<file path="src/rtl/shift_pkg.sv">
// Opcode encodings, FSM state type and decode helpers for shift_sequencer.
// Pure declarations; no timing or flow-control behaviour lives here.
// Rotate legality depends on the SHIFT_ROTATE_EN build macro.
package shift_pkg;

  localparam logic [2:0] OP_SLL = 3'b000;
  localparam logic [2:0] OP_SRL = 3'b001;
  localparam logic [2:0] OP_SRA = 3'b010;
  localparam logic [2:0] OP_ROL = 3'b011;
  localparam logic [2:0] OP_ROR = 3'b100;

  typedef enum logic [1:0] {
    IDLE  = 2'd0,
    PASS1 = 2'd1,
    PASS2 = 2'd2,
    DONE  = 2'd3
  } shift_state_t;

  function automatic logic op_is_rotate(input logic [2:0] op);
    return (op == OP_ROL) || (op == OP_ROR);
  endfunction

  function automatic logic op_is_legal(input logic [2:0] op);
`ifdef SHIFT_ROTATE_EN
    return op <= OP_ROR;
`else
    return op <= OP_SRA;
`endif
  endfunction

endpackage

</file>
<file path="src/rtl/shift_sequencer.sv">
// Issue stage for barrel_shifter: decodes requests, runs 1-2 shifter passes, holds result (rotates need SHIFT_ROTATE_EN).
// Latency: shift 2 edges, rotate 3 edges (2 when amt = 0), illegal opcode 1 edge from accept.
// Backpressure: one request in flight; req_ready only in IDLE, response held until rsp_ready.
module shift_sequencer #(
  parameter int N = 32,
  parameter int B = $clog2(N)
) (
  input  logic         clk,
  input  logic         rst_n,
  input  logic         req_valid,
  output logic         req_ready,
  input  logic [2:0]   req_op,
  input  logic [N-1:0] req_data,
  input  logic [B-1:0] req_amt,
  output logic [N-1:0] sh_num,
  output logic [B-1:0] sh_amt,
  output logic         sh_LbarR,
  output logic         sh_ASR,
  input  logic [N-1:0] sh_out,
  output logic         rsp_valid,
  input  logic         rsp_ready,
  output logic [N-1:0] rsp_data,
  output logic         rsp_err
);

  import shift_pkg::*;

  shift_state_t state_q, state_d;
  logic [2:0]   op_q, op_d;
  logic [N-1:0] data_q, data_d;
  logic [B-1:0] amt_q, amt_d;
  logic [N-1:0] acc_q, acc_d;
  logic         err_q, err_d;
  logic         accept;

`ifdef SHIFT_ROTATE_EN
  // amt_q is non-zero whenever PASS2 runs, so N - amt always fits in B bits.
  logic [B:0] inv_amt;
  assign inv_amt = (B+1)'(N) - {1'b0, amt_q};
`endif

  assign accept = req_valid && (state_q == IDLE);

  always_ff @(posedge clk or negedge rst_n) begin
    if (!rst_n) begin
      state_q <= IDLE;
    end else begin
      state_q <= state_d;
    end
  end

  always_comb begin
    state_d = state_q;
    case (state_q)
      IDLE: begin
        if (accept) begin
          state_d = op_is_legal(req_op) ? PASS1 : DONE;
        end
      end
      PASS1: begin
`ifdef SHIFT_ROTATE_EN
        state_d = (op_is_rotate(op_q) && (amt_q != '0)) ? PASS2 : DONE;
`else
        state_d = DONE;
`endif
      end
`ifdef SHIFT_ROTATE_EN
      PASS2: state_d = DONE;
`endif
      DONE: begin
        if (rsp_ready) begin
          state_d = IDLE;
        end
      end
      default: state_d = IDLE;
    endcase
  end

  always_comb begin
    req_ready = (state_q == IDLE);
    rsp_valid = (state_q == DONE);
    rsp_data  = acc_q;
    rsp_err   = err_q;
    sh_num    = '0;
    sh_amt    = '0;
    sh_LbarR  = 1'b0;
    sh_ASR    = 1'b0;
    case (state_q)
      PASS1: begin
        sh_num   = data_q;
        sh_amt   = amt_q;
        sh_LbarR = (op_q == OP_SRL) || (op_q == OP_SRA) || (op_q == OP_ROR);
        sh_ASR   = (op_q == OP_SRA);
      end
`ifdef SHIFT_ROTATE_EN
      // Second rotate pass goes the opposite direction to pick up the wrapped bits.
      PASS2: begin
        sh_num   = data_q;
        sh_amt   = inv_amt[B-1:0];
        sh_LbarR = (op_q == OP_ROL);
      end
`endif
      default: ;
    endcase
  end

  always_comb begin
    op_d   = op_q;
    data_d = data_q;
    amt_d  = amt_q;
    acc_d  = acc_q;
    err_d  = err_q;
    case (state_q)
      IDLE: begin
        if (accept) begin
          op_d   = req_op;
          data_d = req_data;
          amt_d  = req_amt;
          acc_d  = '0;
          err_d  = !op_is_legal(req_op);
        end
      end
      PASS1: acc_d = sh_out;
`ifdef SHIFT_ROTATE_EN
      PASS2: acc_d = acc_q | sh_out;
`endif
      default: ;
    endcase
  end

  always_ff @(posedge clk or negedge rst_n) begin
    if (!rst_n) begin
      op_q   <= '0;
      data_q <= '0;
      amt_q  <= '0;
      acc_q  <= '0;
      err_q  <= 1'b0;
    end else begin
      op_q   <= op_d;
      data_q <= data_d;
      amt_q  <= amt_d;
      acc_q  <= acc_d;
      err_q  <= err_d;
    end
  end

endmodule

</file>
<file path="config.mk">
export PLATFORM = sky130hd
export DESIGN_NAME = shift_sequencer
export DESIGN_NICKNAME = d
export VERILOG_FILES = /design/src/rtl/shift_pkg.sv /design/src/rtl/shift_sequencer.sv
export SDC_FILE = /design/constraint.sdc
export NUM_CORES = 1
export LEC_CHECK = 0
export ABC_AREA = 1
export CAP_MARGIN = 25
export CORE_MARGIN = 5
export CORE_UTILIZATION = 45
export DETAILED_ROUTE_END_ITERATION = 8
export PLACE_DENSITY = 0.89
export SYNTH_ARGS = -nofsm -noshare
export SYNTH_HDL_FRONTEND = slang
export SYNTH_SLANG_ARGS = --single-unit
</file>
<file path="constraint.sdc">
create_clock -name clk -period 2.1 [get_ports clk]
set_input_delay 0.315 -clock clk [delete_from_list [all_inputs] [get_ports clk]]
set_output_delay 0.315 -clock clk [all_outputs]
set_load 0.02 [all_outputs]
</file>
==> impl_metrics.env, run 1 <==
export IMPL_crit_required_ns=1.78
export IMPL_layout_min_cycle_time_ns=1.95
export IMPL_end_kind="primary output"
export IMPL_grt_max_degree=57
export IMPL_grt_pass1_wl_um=14100
export IMPL_insertion_delay_ns=0.32
export IMPL_drcViolationCount=0
export IMPL_area_delta_synth_final_pct=52.8
export IMPL_die_h_um=95.4
export IMPL_rows=31
export IMPL_synthDistinctLibCells=14
export IMPL_slew_headroom=0.736
export IMPL_final_setup_worst_slack_ns=0.152
export IMPL_cp_arrival_ns=1.63
export IMPL_drt_first_pass_iters=5
export IMPL_syn_inst=415
export IMPL_die_w_um=95.4
export IMPL_grt_overflow=0
export IMPL_clk_pin_slew_worst_paths_ns=0.07
export IMPL_avgSynthCellArea_um2=7.91
export IMPL_hpwl_um=6740
export IMPL_syn_nets=491
export IMPL_nNetsFinal=638
export IMPL_cts_sinks=75
export IMPL_die_area_mm2=0.00911
export IMPL_io_pins=150
export IMPL_hold_viol_final=0
export IMPL_tightest_slew_ns=0.396
export IMPL_fin_crit_sh=0.928
export IMPL_gp_congestion=0.796
export IMPL_finalSetupViolCount=0
export IMPL_synth_area_leaders="dfrtp_1, nand2_1, nand3_1"
export IMPL_drt_wl_total_um=8840
export IMPL_core_area_mm2=0.00718
export IMPL_dp_slack_ns=0.215
export IMPL_synth_top_area_frac=0.571
export IMPL_synth_largest_area_cell="dfrtp_1"
export IMPL_drive_above_1_share=0.0495
export IMPL_antenna_found_initial=0
export IMPL_first_global_vias=3051
export IMPL_dpl_cell_area_mm2=0.00483
export IMPL_rsz0062_at_grt="false"
export IMPL_ir_worst_vdd_uv=697
export IMPL_start_kind="flop"
export IMPL_drv_cap=0
export IMPL_path_max_fanout=18
export IMPL_h_tree_depth=3
export IMPL_wire_per_inst_um=13.3
export IMPL_fin_area_mm2=0.00502
export IMPL_crit_type="reg -> out"
export IMPL_p_leak_nw=2.74
export IMPL_yosysSeqAreaShare=0.571
export IMPL_power_density_mw_per_mm2=1420
export IMPL_ys_ff_latch=75
export IMPL_fin_setup_tns_ns=0
export IMPL_cts_path_max_buffers=2
export IMPL_synth_area_mm2=0.00328
export IMPL_final_util=0.699
export IMPL_port_buffers=149
export IMPL_gr_usage_all_layers=0.199
export IMPL_diodes=0
export IMPL_max_freq_mhz=513
export IMPL_cts_buffers=9
export IMPL_cts_tree="done"
export IMPL_drtAntennaViolNets=0
export IMPL_clock_root_buffer="clkbuf_8"
export IMPL_slew_viol_final=0
export IMPL_skew_ns=0.00644
export IMPL_outcome="complete, no violations"
export IMPL_start_util=0.458
export IMPL_whs_ns=0.413
export IMPL_viasPerCell=4.56
export IMPL_first_iter_violations=92
export IMPL_worstHoldPathType="in -> async"
export IMPL_vias=3030
export IMPL_yosys_warnings=0
cell usage after synthesis (all sizes together):
master	count
nand3	33
buf	21
nand2	195
dfrtp	75
inv	45
nor2	45
o21ai	1
final timing paths:
kind                            startpoint         end  slack (ns)  cells after the start
worst max register to register  state_q[0]  state_q[1]        0.60                      6
worst max-delay path            state_q[1]   sh_num[0]        0.15                      5
max in group asynchronous            rst_n  data_q[16]        1.10                      3
worst min register to register  data_q[10]  data_q[10]        0.48                      2
min in group clk                data_q[10]  data_q[10]        0.48                      2
worst min-delay path                 rst_n  data_q[25]        0.41                      2
stage by stage:
| stage | total power, mW | std cells |
|---|---|---|
| floorplan | 4.54 | 415 |
| global placement | 5.98 | 649 |
| detailed placement | 6.11 | 649 |
| CTS | 7.23 | 665 |
| global route | 7.68 | 665 |
| finish | 7.14 | 665 |
cell families (layout without fill, tap and decap cells):
group           Yosys count  in the layout  synth area share
compound gates            1              1           0.00152
buf+inv                  66            217            0.0971
flops                    75             75             0.571
simple gates            273            273             0.330
registers in the layout (all words and copies together), names as in the netlist:
name	count
rsp_data	32
rsp_err	1
state_q	2
op_q	3
data_q	32
amt_q	5
power by group:
part           total (mW)  switching [mW]  internal, mW
Clock                1.27           0.485         0.782
Sequential           2.46           0.371          2.09
Combinational        3.42            2.03          1.39
area by class of cell:
type	instances	area, um^2
Clock buffer	10	128
Clock inverter	5	103
Inverter	45	171
Timing Repair Buffer	157	1530
Tap cell	99	124
Fill cell	588	2160
Sequential cell	75	1880
Multi-Input combinational cell	274	1090
cells in the final DEF (no fill, tap or decap), types with 2 or more instances in the layout:
| cell | n |
|---|---|
| nand2_1 | 193 |
| bufinv_16 | 3 |
| buf_4 | 6 |
| nor2_1 | 44 |
| clkbuf_8 | 9 |
| nand3_1 | 33 |
| dlygate4sd2_1 | 39 |
| dfrtp_1 | 75 |
| clkdlybuf4s50_1 | 109 |
| inv_1 | 42 |
| inv_2 | 2 |
| buf_12 | 2 |
critical path, cell delays in order (launching register included):
cell and delay (ns):
dfrtp_1 0.42, inv_2 0.08, nand2_2 0.13, buf_4 0.24, nor2_1 0.09, dlygate4sd2_1 0.35
routing by layer:
layer,part of all wire,up-vias,global-route usage
li1,-,1516,-
met1,0.40,1401,0.231
met2,0.51,103,0.355
met3,0.071,10,0.0521
met4,0.015,0,0.0699
met5,0,-,0
repair_timing:
item,CTS,global route
setup endpoints to repair,39,0
hold endpoints to repair,19,0
hold buffers,1,0
buffers inserted,0,0
gates resized for setup,39,0
(Power assumes the default switching activity.)
==> run 2: changes to the inputs <==
- HOLD_SLACK_MARGIN: unset -> 0.15
==> results of run 2 <==
Final layout, timing and power as in run 1 (identical DEF).
==> run 3: changes to the inputs <==
- CORE_UTILIZATION: 45 -> 48
- DONT_BUFFER_PORTS: unset -> 1
- PLACE_DENSITY: 0.89 -> 0.66
==> impl_metrics.env, run 3 (same netlist as run 1, synthesis figures left out) <==
export IMPL_hold_viol_final=0
export IMPL_cts_sinks=75
export IMPL_mostFrequentLayoutCells="nand2_1, dfrtp_1, dlygate4sd3_1"
export IMPL_crit_type="reg -> out"
export IMPL_insertion_delay_ns=0.32
export IMPL_die_area_mm2=0.00860
export IMPL_grt_pass1_wl_um=14200
export IMPL_vias=2870
export IMPL_dp_cells=516
export IMPL_finalSetupViolCount=0
export IMPL_grt_overflow=0
export IMPL_tightest_slew_ns=0.599
export IMPL_ir_worst_vdd_uv=717
export IMPL_rsz0062_at_grt="false"
export IMPL_die_h_um=92.7
export IMPL_start_util=0.489
export IMPL_cts_tree="done"
export IMPL_busiest_layer="met2"
export IMPL_nFillCells=518
export IMPL_cp_arrival_ns=1.65
export IMPL_gp_congestion=0.723
export IMPL_layout_commonest_cell="nand2_1"
export IMPL_grtUsageMet3=0.0552
export IMPL_whs_ns=0.194
export IMPL_clk_pin_slew_worst_paths_ns=0.08
export IMPL_area_delta_synth_final_pct=38.9
export IMPL_rows=30
export IMPL_cp_startpoint="state_q[1]"
export IMPL_first_iter_violations=150
export IMPL_crit_required_ns=1.78
export IMPL_gr_usage_met1=0.259
export IMPL_diodes=0
export IMPL_slew_viol_final=0
export IMPL_core_area_mm2=0.00672
export IMPL_max_freq_mhz=508
export IMPL_io_pins=150
export IMPL_worstRegToRegCells=5
export IMPL_grt_use_met2=0.353
export IMPL_final_setup_worst_slack_ns=0.133
export IMPL_wire_per_inst_um=14.4
export IMPL_drt_wl_total_um=8720
export IMPL_drt_first_pass_iters=4
export IMPL_final_cells=606
export IMPL_viasPerCell=4.74
export IMPL_start_kind="flop"
export IMPL_slew_headroom=0.600
export IMPL_port_buffers=0
export IMPL_r2r_start="state_q[1]"
export IMPL_cts_buffers=9
export IMPL_worstHoldPathType="in -> reg"
export IMPL_grt_max_degree=76
export IMPL_p_leak_nw=2.52
export IMPL_drv_cap=0
export IMPL_nNetsFinal=597
export IMPL_skew_ns=0.00770
export IMPL_hpwl_um=5240
export IMPL_antenna_found_initial=0
export IMPL_clock_root_buffer="clkbuf_8"
export IMPL_dp_slack_ns=0.552
export IMPL_drive_above_1_share=0.124
export IMPL_gr_usage_all_layers=0.208
export IMPL_fin_setup_tns_ns=0
export IMPL_path_max_fanout=35
export IMPL_first_global_vias=2972
export IMPL_cts_path_max_buffers=2
export IMPL_drcViolationCount=0
export IMPL_outcome="complete, no violations"
export IMPL_cts_resized=0
export IMPL_r2r_end="rsp_data[13]"
export IMPL_h_tree_depth=3
export IMPL_layout_min_cycle_time_ns=1.97
export IMPL_end_kind="primary output"
export IMPL_die_w_um=92.7
export IMPL_drtAntennaViolNets=0
export IMPL_rrSetupSlack_ns=0.59
export IMPL_power_density_mw_per_mm2=1460
export IMPL_endpoint="sh_num[9]"
export IMPL_post_cts_buffers=0
export IMPL_final_util=0.679
export IMPL_fin_crit_sh=0.937
==> run 3: metrics by stage <==
step,cell area [um^2],power (mW)
final,4560,6.68
after global routing,4560,7.19
after CTS,4560,6.71
after detailed placement,3560,5.25
after global placement,3560,5.16
after floorplan,3280,4.54
==> run 3: power breakdown <==
group	total (mW)	switching, mW	internal [mW]
clock network	1.30	0.513	0.787
logic	2.56	1.61	0.942
registers	2.83	0.743	2.08
==> run 3: area by class of cell <==
type | instances | area, um^2 | area share
inverters | 45 | 171 | 0.0376
clock inverters | 7 | 116 | 0.0255
well taps | 80 | 100 | 0.0219
clock buffers | 9 | 124 | 0.0271
flip-flops and latches | 75 | 1880 | 0.411
multi-input cells | 274 | 1090 | 0.239
repair buffers | 116 | 1090 | 0.238
==> run 3: repair_timing <==
action,4_1_cts,5_1_grt
hold buffers,74,0
hold endpoints to repair,147,0
endpoints found under the setup margin,0,0
==> run 3: layer usage <==
layer / wire, um / part of all wire
met4: 96 / 0.011
met2: 4250 / 0.49
met1: 3690 / 0.42
met5: 0 / 0
met3: 696 / 0.080
==> run 3: worst min path at each step <==
| stage | to | slack (ns) | startpoint | cells after the start |
|---|---|---|---|---|
| after floorplan | amt_q[0] | 0.02 | rst_n | 0 |
| after global placement | data_q[18] | 0.02 | rst_n | 0 |
| after detailed placement | data_q[18] | 0.02 | rst_n | 0 |
| after CTS | state_q[0] | 0.18 | rsp_ready | 3 |
| after global routing | state_q[0] | 0.20 | rsp_ready | 3 |
| final | state_q[0] | 0.19 | rsp_ready | 3 |
==> run 3: worst max-delay path, stage by stage, from the launching register on <==
cell and delay (ns):
dfrtp_1 0.43, inv_2 0.08, nand2_2 0.22, buf_12 0.26
nor2_1 0.15, buf_4 0.17
